File: src/rtl/alu_seq.sv
// Multi-cycle ALU with valid/ready on both sides. Single-cycle ops finish on the
// accepting edge; mul (shift-add) and divu (restoring) iterate WIDTH times.
module alu_seq #(
  parameter int WIDTH = 16,
  parameter int CNT_W = $clog2(WIDTH + 1)
) (
  input  logic             clk,
  input  logic             rst_n,
  input  logic             in_valid,
  output logic             in_ready,
  input  logic [5:0]       cmd,
  input  logic [15:0]      flag,
  input  logic [WIDTH-1:0] op1,
  input  logic [WIDTH-1:0] op2,
  output logic             out_valid,
  input  logic             out_ready,
  output logic [WIDTH-1:0] result,
  output logic [WIDTH-1:0] result_hi,
  output logic [15:0]      rflag
);

  // Handshake: a transfer happens on a rising edge where valid && ready are both 1;
  // producers keep data stable while valid is high and not yet accepted.
  localparam int M = WIDTH - 1;
  localparam logic [5:0] OP_MOV  = 6'b010000;
  localparam logic [5:0] OP_NOT  = 6'b010001;
  localparam logic [5:0] OP_AND  = 6'b010010;
  localparam logic [5:0] OP_OR   = 6'b010011;
  localparam logic [5:0] OP_XOR  = 6'b010100;
  localparam logic [5:0] OP_SHL  = 6'b010101;
  localparam logic [5:0] OP_SHR  = 6'b010111;
  localparam logic [5:0] OP_SAR  = 6'b011001;
  localparam logic [5:0] OP_ADD  = 6'b011010;
  localparam logic [5:0] OP_ADC  = 6'b011011;
  localparam logic [5:0] OP_SUB  = 6'b011100;
  localparam logic [5:0] OP_SBB  = 6'b011101;
  localparam logic [5:0] OP_NEG  = 6'b011110;
  localparam logic [5:0] OP_MUL  = 6'b100000;
  localparam logic [5:0] OP_DIVU = 6'b100001;
  localparam logic [WIDTH-1:0] W_VAL = WIDTH'(WIDTH);

  typedef enum logic [1:0] {IDLE, CALC, DONE} state_t;

  state_t             state_q, state_d;
  logic [CNT_W-1:0]   cnt_q, cnt_d;
  logic               is_mul_q, is_mul_d;
  logic [WIDTH-1:0]   acc_hi_q, acc_hi_d;
  logic [WIDTH-1:0]   acc_lo_q, acc_lo_d;
  logic [WIDTH-1:0]   opnd_q, opnd_d;
  logic [WIDTH-1:0]   result_q, result_d;
  logic [WIDTH-1:0]   result_hi_q, result_hi_d;
  logic [15:0]        rflag_q, rflag_d;

  logic unused_flag;
  assign unused_flag = ^{flag[15:14], flag[12:0]};

  // Single-cycle datapath straight from the input operands.
  logic [WIDTH:0]          sc_sum;
  logic [WIDTH-1:0]        sc_r, sc_hi;
  logic signed [WIDTH-1:0] sar_s;
  logic                    sc_c, sc_o, sc_def, sc_iter, big_shift, c_in;
  logic [15:0]             sc_flag;

  always_comb begin
    sc_sum    = '0;
    sc_r      = op2;
    sc_hi     = '0;
    sc_c      = 1'b0;
    sc_o      = 1'b0;
    sc_def    = 1'b1;
    sc_iter   = 1'b0;
    c_in      = flag[13];
    big_shift = (op1 >= W_VAL);
    sar_s     = $signed(op2) >>> op1;
    case (cmd)
      OP_MOV: sc_r = op1;
      OP_NOT: sc_r = ~op1;
      OP_AND: sc_r = op1 & op2;
      OP_OR:  sc_r = op1 | op2;
      OP_XOR: sc_r = op1 ^ op2;
      OP_SHL: sc_r = big_shift ? '0 : (op2 << op1);
      OP_SHR: sc_r = big_shift ? '0 : (op2 >> op1);
      OP_SAR: sc_r = big_shift ? {WIDTH{op2[M]}} : sar_s;
      OP_ADD, OP_ADC: begin
        sc_sum = {1'b0, op2} + {1'b0, op1} + {{WIDTH{1'b0}}, (cmd == OP_ADC) & c_in};
        sc_r   = sc_sum[M:0];
        sc_c   = sc_sum[WIDTH];
        sc_o   = (op2[M] == op1[M]) && (sc_sum[M] != op2[M]);
      end
      OP_SUB, OP_SBB: begin
        sc_sum = {1'b0, op2} - {1'b0, op1} - {{WIDTH{1'b0}}, (cmd == OP_SBB) & c_in};
        sc_r   = sc_sum[M:0];
        sc_c   = sc_sum[WIDTH];
        sc_o   = (op2[M] != op1[M]) && (sc_sum[M] != op2[M]);
      end
      OP_NEG: begin
        sc_sum = {(WIDTH+1){1'b0}} - {1'b0, op1};
        sc_r   = sc_sum[M:0];
        sc_c   = (op1 != '0);
        sc_o   = op1[M] && sc_sum[M];
      end
      OP_MUL: sc_iter = 1'b1;
      OP_DIVU: begin
        if (op1 == '0) begin
          sc_r  = '1;
          sc_hi = op2;
          sc_c  = 1'b1;
        end else begin
          sc_iter = 1'b1;
        end
      end
      default: sc_def = 1'b0;
    endcase
    sc_flag = sc_def ? {sc_r[M], sc_r == '0, sc_c, sc_o, 1'b0, ^sc_r, 10'b0} : 16'h0000;
  end

  // One iteration: mul keeps {hi,lo} as partial product / multiplier, divu keeps
  // remainder / dividend-shifting-into-quotient.
  logic [WIDTH:0]   mul_sum, rem_sh, trial;
  logic [WIDTH-1:0] step_hi, step_lo;
  logic [15:0]      it_flag;

  always_comb begin
    mul_sum = {1'b0, acc_hi_q} + (acc_lo_q[0] ? {1'b0, opnd_q} : '0);
    rem_sh  = {acc_hi_q, acc_lo_q[M]};
    trial   = rem_sh - {1'b0, opnd_q};
    if (is_mul_q) begin
      step_hi = mul_sum[WIDTH:1];
      step_lo = {mul_sum[0], acc_lo_q[M:1]};
    end else if (!trial[WIDTH]) begin
      step_hi = trial[M:0];
      step_lo = {acc_lo_q[M-1:0], 1'b1};
    end else begin
      step_hi = rem_sh[M:0];
      step_lo = {acc_lo_q[M-1:0], 1'b0};
    end
    if (is_mul_q) begin
      it_flag = {step_lo[M], (step_hi == '0) && (step_lo == '0), step_hi != '0,
                 step_hi != '0, 1'b0, ^step_lo, 10'b0};
    end else begin
      it_flag = {step_lo[M], step_lo == '0, 1'b0, 1'b0, 1'b0, ^step_lo, 10'b0};
    end
  end

  assign in_ready  = (state_q == IDLE) || ((state_q == DONE) && out_ready);
  assign out_valid = (state_q == DONE);
  assign result    = result_q;
  assign result_hi = result_hi_q;
  assign rflag     = rflag_q;

  always_comb begin
    state_d     = state_q;
    cnt_d       = cnt_q;
    is_mul_d    = is_mul_q;
    acc_hi_d    = acc_hi_q;
    acc_lo_d    = acc_lo_q;
    opnd_d      = opnd_q;
    result_d    = result_q;
    result_hi_d = result_hi_q;
    rflag_d     = rflag_q;
    case (state_q)
      IDLE, DONE: begin
        if (state_q == DONE && out_ready) state_d = IDLE;
        if (in_valid && in_ready) begin
          if (sc_iter) begin
            state_d  = CALC;
            cnt_d    = CNT_W'(WIDTH);
            is_mul_d = (cmd == OP_MUL);
            acc_hi_d = '0;
            acc_lo_d = op2;
            opnd_d   = op1;
          end else begin
            state_d     = DONE;
            result_d    = sc_r;
            result_hi_d = sc_hi;
            rflag_d     = sc_flag;
          end
        end
      end
      CALC: begin
        acc_hi_d = step_hi;
        acc_lo_d = step_lo;
        cnt_d    = cnt_q - CNT_W'(1);
        // The last iteration's output goes straight to the result registers.
        if (cnt_q == CNT_W'(1)) begin
          state_d     = DONE;
          result_d    = step_lo;
          result_hi_d = step_hi;
          rflag_d     = it_flag;
        end
      end
      default: state_d = IDLE;
    endcase
  end

  always_ff @(posedge clk or negedge rst_n) begin
    if (!rst_n) begin
      state_q     <= IDLE;
      cnt_q       <= '0;
      is_mul_q    <= 1'b0;
      acc_hi_q    <= '0;
      acc_lo_q    <= '0;
      opnd_q      <= '0;
      result_q    <= '0;
      result_hi_q <= '0;
      rflag_q     <= '0;
    end else begin
      state_q     <= state_d;
      cnt_q       <= cnt_d;
      is_mul_q    <= is_mul_d;
      acc_hi_q    <= acc_hi_d;
      acc_lo_q    <= acc_lo_d;
      opnd_q      <= opnd_d;
      result_q    <= result_d;
      result_hi_q <= result_hi_d;
      rflag_q     <= rflag_d;
    end
  end

endmodule

File: config.mk
export PLATFORM = sky130hd
export DESIGN_NAME = alu_seq
export DESIGN_NICKNAME = d
export VERILOG_FILES = /design/src/rtl/alu_seq.sv
export SDC_FILE = /design/constraint.sdc
export NUM_CORES = 1
export LEC_CHECK = 0
export CAP_MARGIN = 20
export CORE_MARGIN = 5
export CORE_UTILIZATION = 60
export DETAILED_ROUTE_END_ITERATION = 10
export GPL_TIMING_DRIVEN = 0
export PLACE_DENSITY_LB_ADDON = 0.3
export SKIP_LAST_GASP = 1
export SLEW_MARGIN = 40
export SYNTH_ARGS = -nofsm -noshare
export SYNTH_HDL_FRONTEND = slang
export SYNTH_SLANG_ARGS = --single-unit
File: constraint.sdc
create_clock -name clk -period 5.1 [get_ports clk]
set_input_delay 1.02 -clock clk [delete_from_list [all_inputs] [get_ports clk]]
set_output_delay 1.02 -clock clk [all_outputs]
set_load 0.01 [all_outputs]
==> results.md <==
- Minimum clock period after layout: 5.26 ns
- Number of vias per cell after detailed routing: 7.41
- Cell taking the most area after synthesis: dfrtp_1
- Finished Core Util: 0.745
- GRT met1 Usage: 0.567
- Number of enable flip-flop cells after synthesis: 0
- Family with the most delay on the worst path: compound AO/OA/AOI/OAI gates
- Unique masters post-synth: 85
- Ys flop type: dfrtp_1
- Fin worst setup slack: -0.155 ns
- Kind of end point of the critical path: flop
- Congestion Overflow GR: 0
- Placement-stage worst setup slack: -1.77 ns
- Die outline width: 151 microns
- Worst hold path type: flop to flop
- Setup repair after global routing missed its margin: true
- Placed cell area: between 0.01 and 0.015 sq mm
- Average wire per standard cell: roughly 28 microns
- Library cell used as clock root buffer: clkbuf_16
- Hold buffer count at CTS: 0
- Initial standard-cell utilization of the core: 0.611
- IO buf count: 81
- Arrival time of the worst setup path: around 5.5 ns
- Placer congestion estimate: 1.10
- Leak pwr: 6.19 nW
- TritonCTS Sinks: 93
- TritonCTS clock tree: done
- Critical path capture point: rflag[10]
- Core area: approximately 0.020 sq mm
- Yosys top cell area share: 0.195
- 1st-iter DRT viols: 2204
- Violated checks: setup timing
- Part of the Yosys area used for sequential elements: 0.195
- Reg-to-reg slack, setup: a little under 0.5 ns
- Post-detailed-route count of antenna-violating nets: 0
- Yosys reg bits: between 90 and 100
- Hold Violations, Final: 0
- Critical path required time: 5.34 ns
- Insertion delay to the later sink of the worst-skew pair: 0.36 ns
- Reg2Reg Depth: 17
- Global routing met2 resource utilization: 0.739
- Final worst clock skew: approximately 0.014 ns
- Cells after Synth: 1580
- Total number of cells along the worst setup path: 18
- Count of max-cap constraint violations: 0
- First-pass GRT wire length: roughly 81 mm
- Top area cells in the synthesized netlist: dfrtp_1 19%, ha_1 12%, nand2_1 5.3%, nor2_1 4.9%, o21ai_0 4.8%
- Number of placed I/O pins: 108
- Critical setup path kind: input pin to flop
- Final Routed Wirelength: approximately 56 mm
- Cell at the slowest stage of the critical path: o32ai_4
- Worst R2R Start: acc_lo_q[15]
- Met3 capacity usage during global routing: 0.123
- TritonCTS Buffers: 9
- Share of the clock period used by the worst path: 1.03
- Overall fraction of global-route tracks in use: 0.471
- Final non-filler cell area: 0.0145 sq mm
- Outcome: finished with violations
- Total Die Area: 0.0228 sq mm
- Detailed-router iteration count before antenna repair: 8
- Relative slew margins: 0.387
- Summed instance area of the synthesized netlist: 0.0119 sq mm
- Worst setup path start: op2[5]
- Clock Path Buffers: 2
- Combined buffer and inverter count along the critical path: 2
- Max Slew Vio Count: 0
- PwrDens: 402 mW/mm^2
- Worst-path cell chain: buf_2 > inv_1 > ha_1 > ha_1 > or3_1 > o211ai_1 > nand3b_1 > a21o_1 > a21oi_2 > xor2_1 > nor2_2 > o32ai_4 > ha_4 > xor2_2 > xnor2_1 > xnor2_1 > a221oi_2 > nor2_1
- Total number of nets in the final design: around 1900
- Relative area change from synthesis to final layout: 21.9%
- Proportion of register bits with asynchronous set or reset after synthesis: 1.00
- Crit path largest cell delay: 0.46 ns
- Number of global-route vias before repair: 13800
- Worst hold slack after final layout: between 0.4 and 0.5 ns
- Setup violations, final: 2
- Count of standard-cell rows: 51
- Capture instance of the worst register-to-register path: rflag[10]
- Proportion of layout cells with a drive suffix above 1: 0.139
- Number of synthesis warnings: 0
- Routed via count: 14800
- Die outline height: 151 microns
- Maximum VDD drop: 0.243 mV
- Actual transition at the worst max-transition pin: roughly 0.9 ns
- F_max: 0.190 GHz
- Largest net degree at the start of global routing: 64
- Clock-pin slew reported for the worst setup and hold paths after clock tree synthesis: approximately 0.070 ns
- Post-synthesis area per instance: 7.55 sq um
- Number of levels in the clock H-tree: 3
- Global-route layer with the greatest usage: met2
- Maximum net fanout on the critical path: 9
- Initial antenna violation count: 1
- Post-detail-place hpwl: 39.8 mm
- Final Total Pwr: 5.84 mW
- Remaining routing DRC violations: 0
- Type of element launching the critical path: input pin
## power breakdown
part | internal, mW | total, mW | switching (mW)
clock | 0.348 | 0.692 | 0.343
combinational | 1.61 | 3.90 | 2.29
sequential | 0.959 | 1.25 | 0.293
## synthesized netlist by cell type, drive strengths merged (32+ instances only)
library cell and instances:
clkbuf 79, inv 79, buf 32, o21ai 123
dfrtp 93, a221oi 35, a21oi 96, nor3 37
nand2 167, a31oi 32, nor2 158, mux2i 55
xnor2 42, ha 114
## sequential cells by signal, indices dropped and copies added (netlist names)
signal	flops
result_hi	16
is_mul_q	1
acc_hi_q	16
state_q	2
opnd_q	16
acc_lo_q	16
result	16
rflag	5
cnt_q	5
## cell usage in the layout, fill, tap and decap left out, types with 14 or more instances in the layout
| cell | synthesis | final |
|---|---|---|
| xor2_1 | 21 | 20 |
| inv_1 | 79 | 70 |
| clkbuf_1 | 79 | 56 |
| nand3_1 | 30 | 29 |
| o22ai_1 | 21 | 19 |
| nor2b_1 | 16 | 14 |
| o211ai_1 | 21 | 21 |
| nand2b_1 | 23 | 23 |
| buf_2 | 15 | 15 |
| o21a_1 | 20 | 20 |
| nor3_1 | 36 | 33 |
| a31oi_1 | 32 | 30 |
| dfrtp_1 | 93 | 93 |
| a211oi_1 | 29 | 26 |
| nand2_1 | 167 | 167 |
| a221oi_1 | 34 | 32 |
| xnor2_1 | 42 | 39 |
| a21oi_1 | 96 | 88 |
| ha_1 | 114 | 99 |
| mux2i_1 | 55 | 54 |
| a21o_1 | 24 | 23 |
| buf_4 | 12 | 60 |
| nand4_1 | 18 | 18 |
| or3_1 | 15 | 14 |
| o21ai_0 | 115 | 111 |
| and2_1 | 28 | 28 |
| clkdlybuf4s50_1 | 0 | 51 |
| nor2_1 | 156 | 151 |
## what timing repair did
item,CTS,global route
gates resized for setup,166,81
endpoints found under the setup margin,29,2
pin swaps,32,34
setup buffers,32,14
## worst min-delay path by stage
stage                             from      endpoint  slack, ns  cells past startpoint
after floorplan              opnd_q[0]     opnd_q[0]       0.47                      2
after global placement       result[7]     result[7]       0.46                      2
after detailed placement  result_hi[5]  result_hi[5]       0.49                      2
after CTS                 result_hi[5]  result_hi[5]       0.50                      2
after global routing      result_hi[5]  result_hi[5]       0.53                      2
final                     result_hi[5]  result_hi[5]       0.50                      2
## per-layer routing
layer / part of all wire / vias up / wire [microns]
li1: - / 6067 / -
met1: 0.33 / 6772 / 18800
met2: 0.42 / 1494 / 23700
met3: 0.14 / 457 / 7870
met4: 0.10 / 0 / 5780
met5: 0 / - / 0
## tightest hold or removal path, stage by stage (launching register included)
cell	delay, ns
dfrtp_1	0.35
nand2_1	0.06
o21ai_0	0.06
## layout make-up
class,instances,area [sq um]
multi-input combinational,1305,9410
fill,1403,4980
sequential,93,2330
timing repair buffer,128,1170
buffer,107,674
inverter,81,332
tap,265,332
clock buffer,9,225
clock inverter,7,75.1
antenna,1,2.50
## per-stage QoR
| stage | instances | TNS (ns) |
|---|---|---|
| 2_1_floorplan | 1590 | 0 |
| 4_1_cts | 1983 | 0 |
| 3_5_place_dp | 1937 | -23.24 |
| 3_3_place_gp | 1936 | -48.21 |
| 5_1_grt | 1996 | -0.251 |
| 6_report | 1996 | -0.290 |
## cell families (layout without fill, tap and decap cells)
| family | after synthesis | after routing | share of synthesized area |
|---|---|---|---|
| mux | 72 | 72 | 0.0697 |
| simple gates | 539 | 539 | 0.214 |
| xor+xnor | 63 | 63 | 0.0462 |
| buf+inv | 192 | 332 | 0.0657 |
| compound gates | 500 | 500 | 0.279 |
| fa+ha+maj | 120 | 120 | 0.130 |
| other cells | 1 | 12 | 0.000314 |
| flops | 93 | 93 | 0.195 |
No activity file was read; power rests on OpenSTA's default activity.
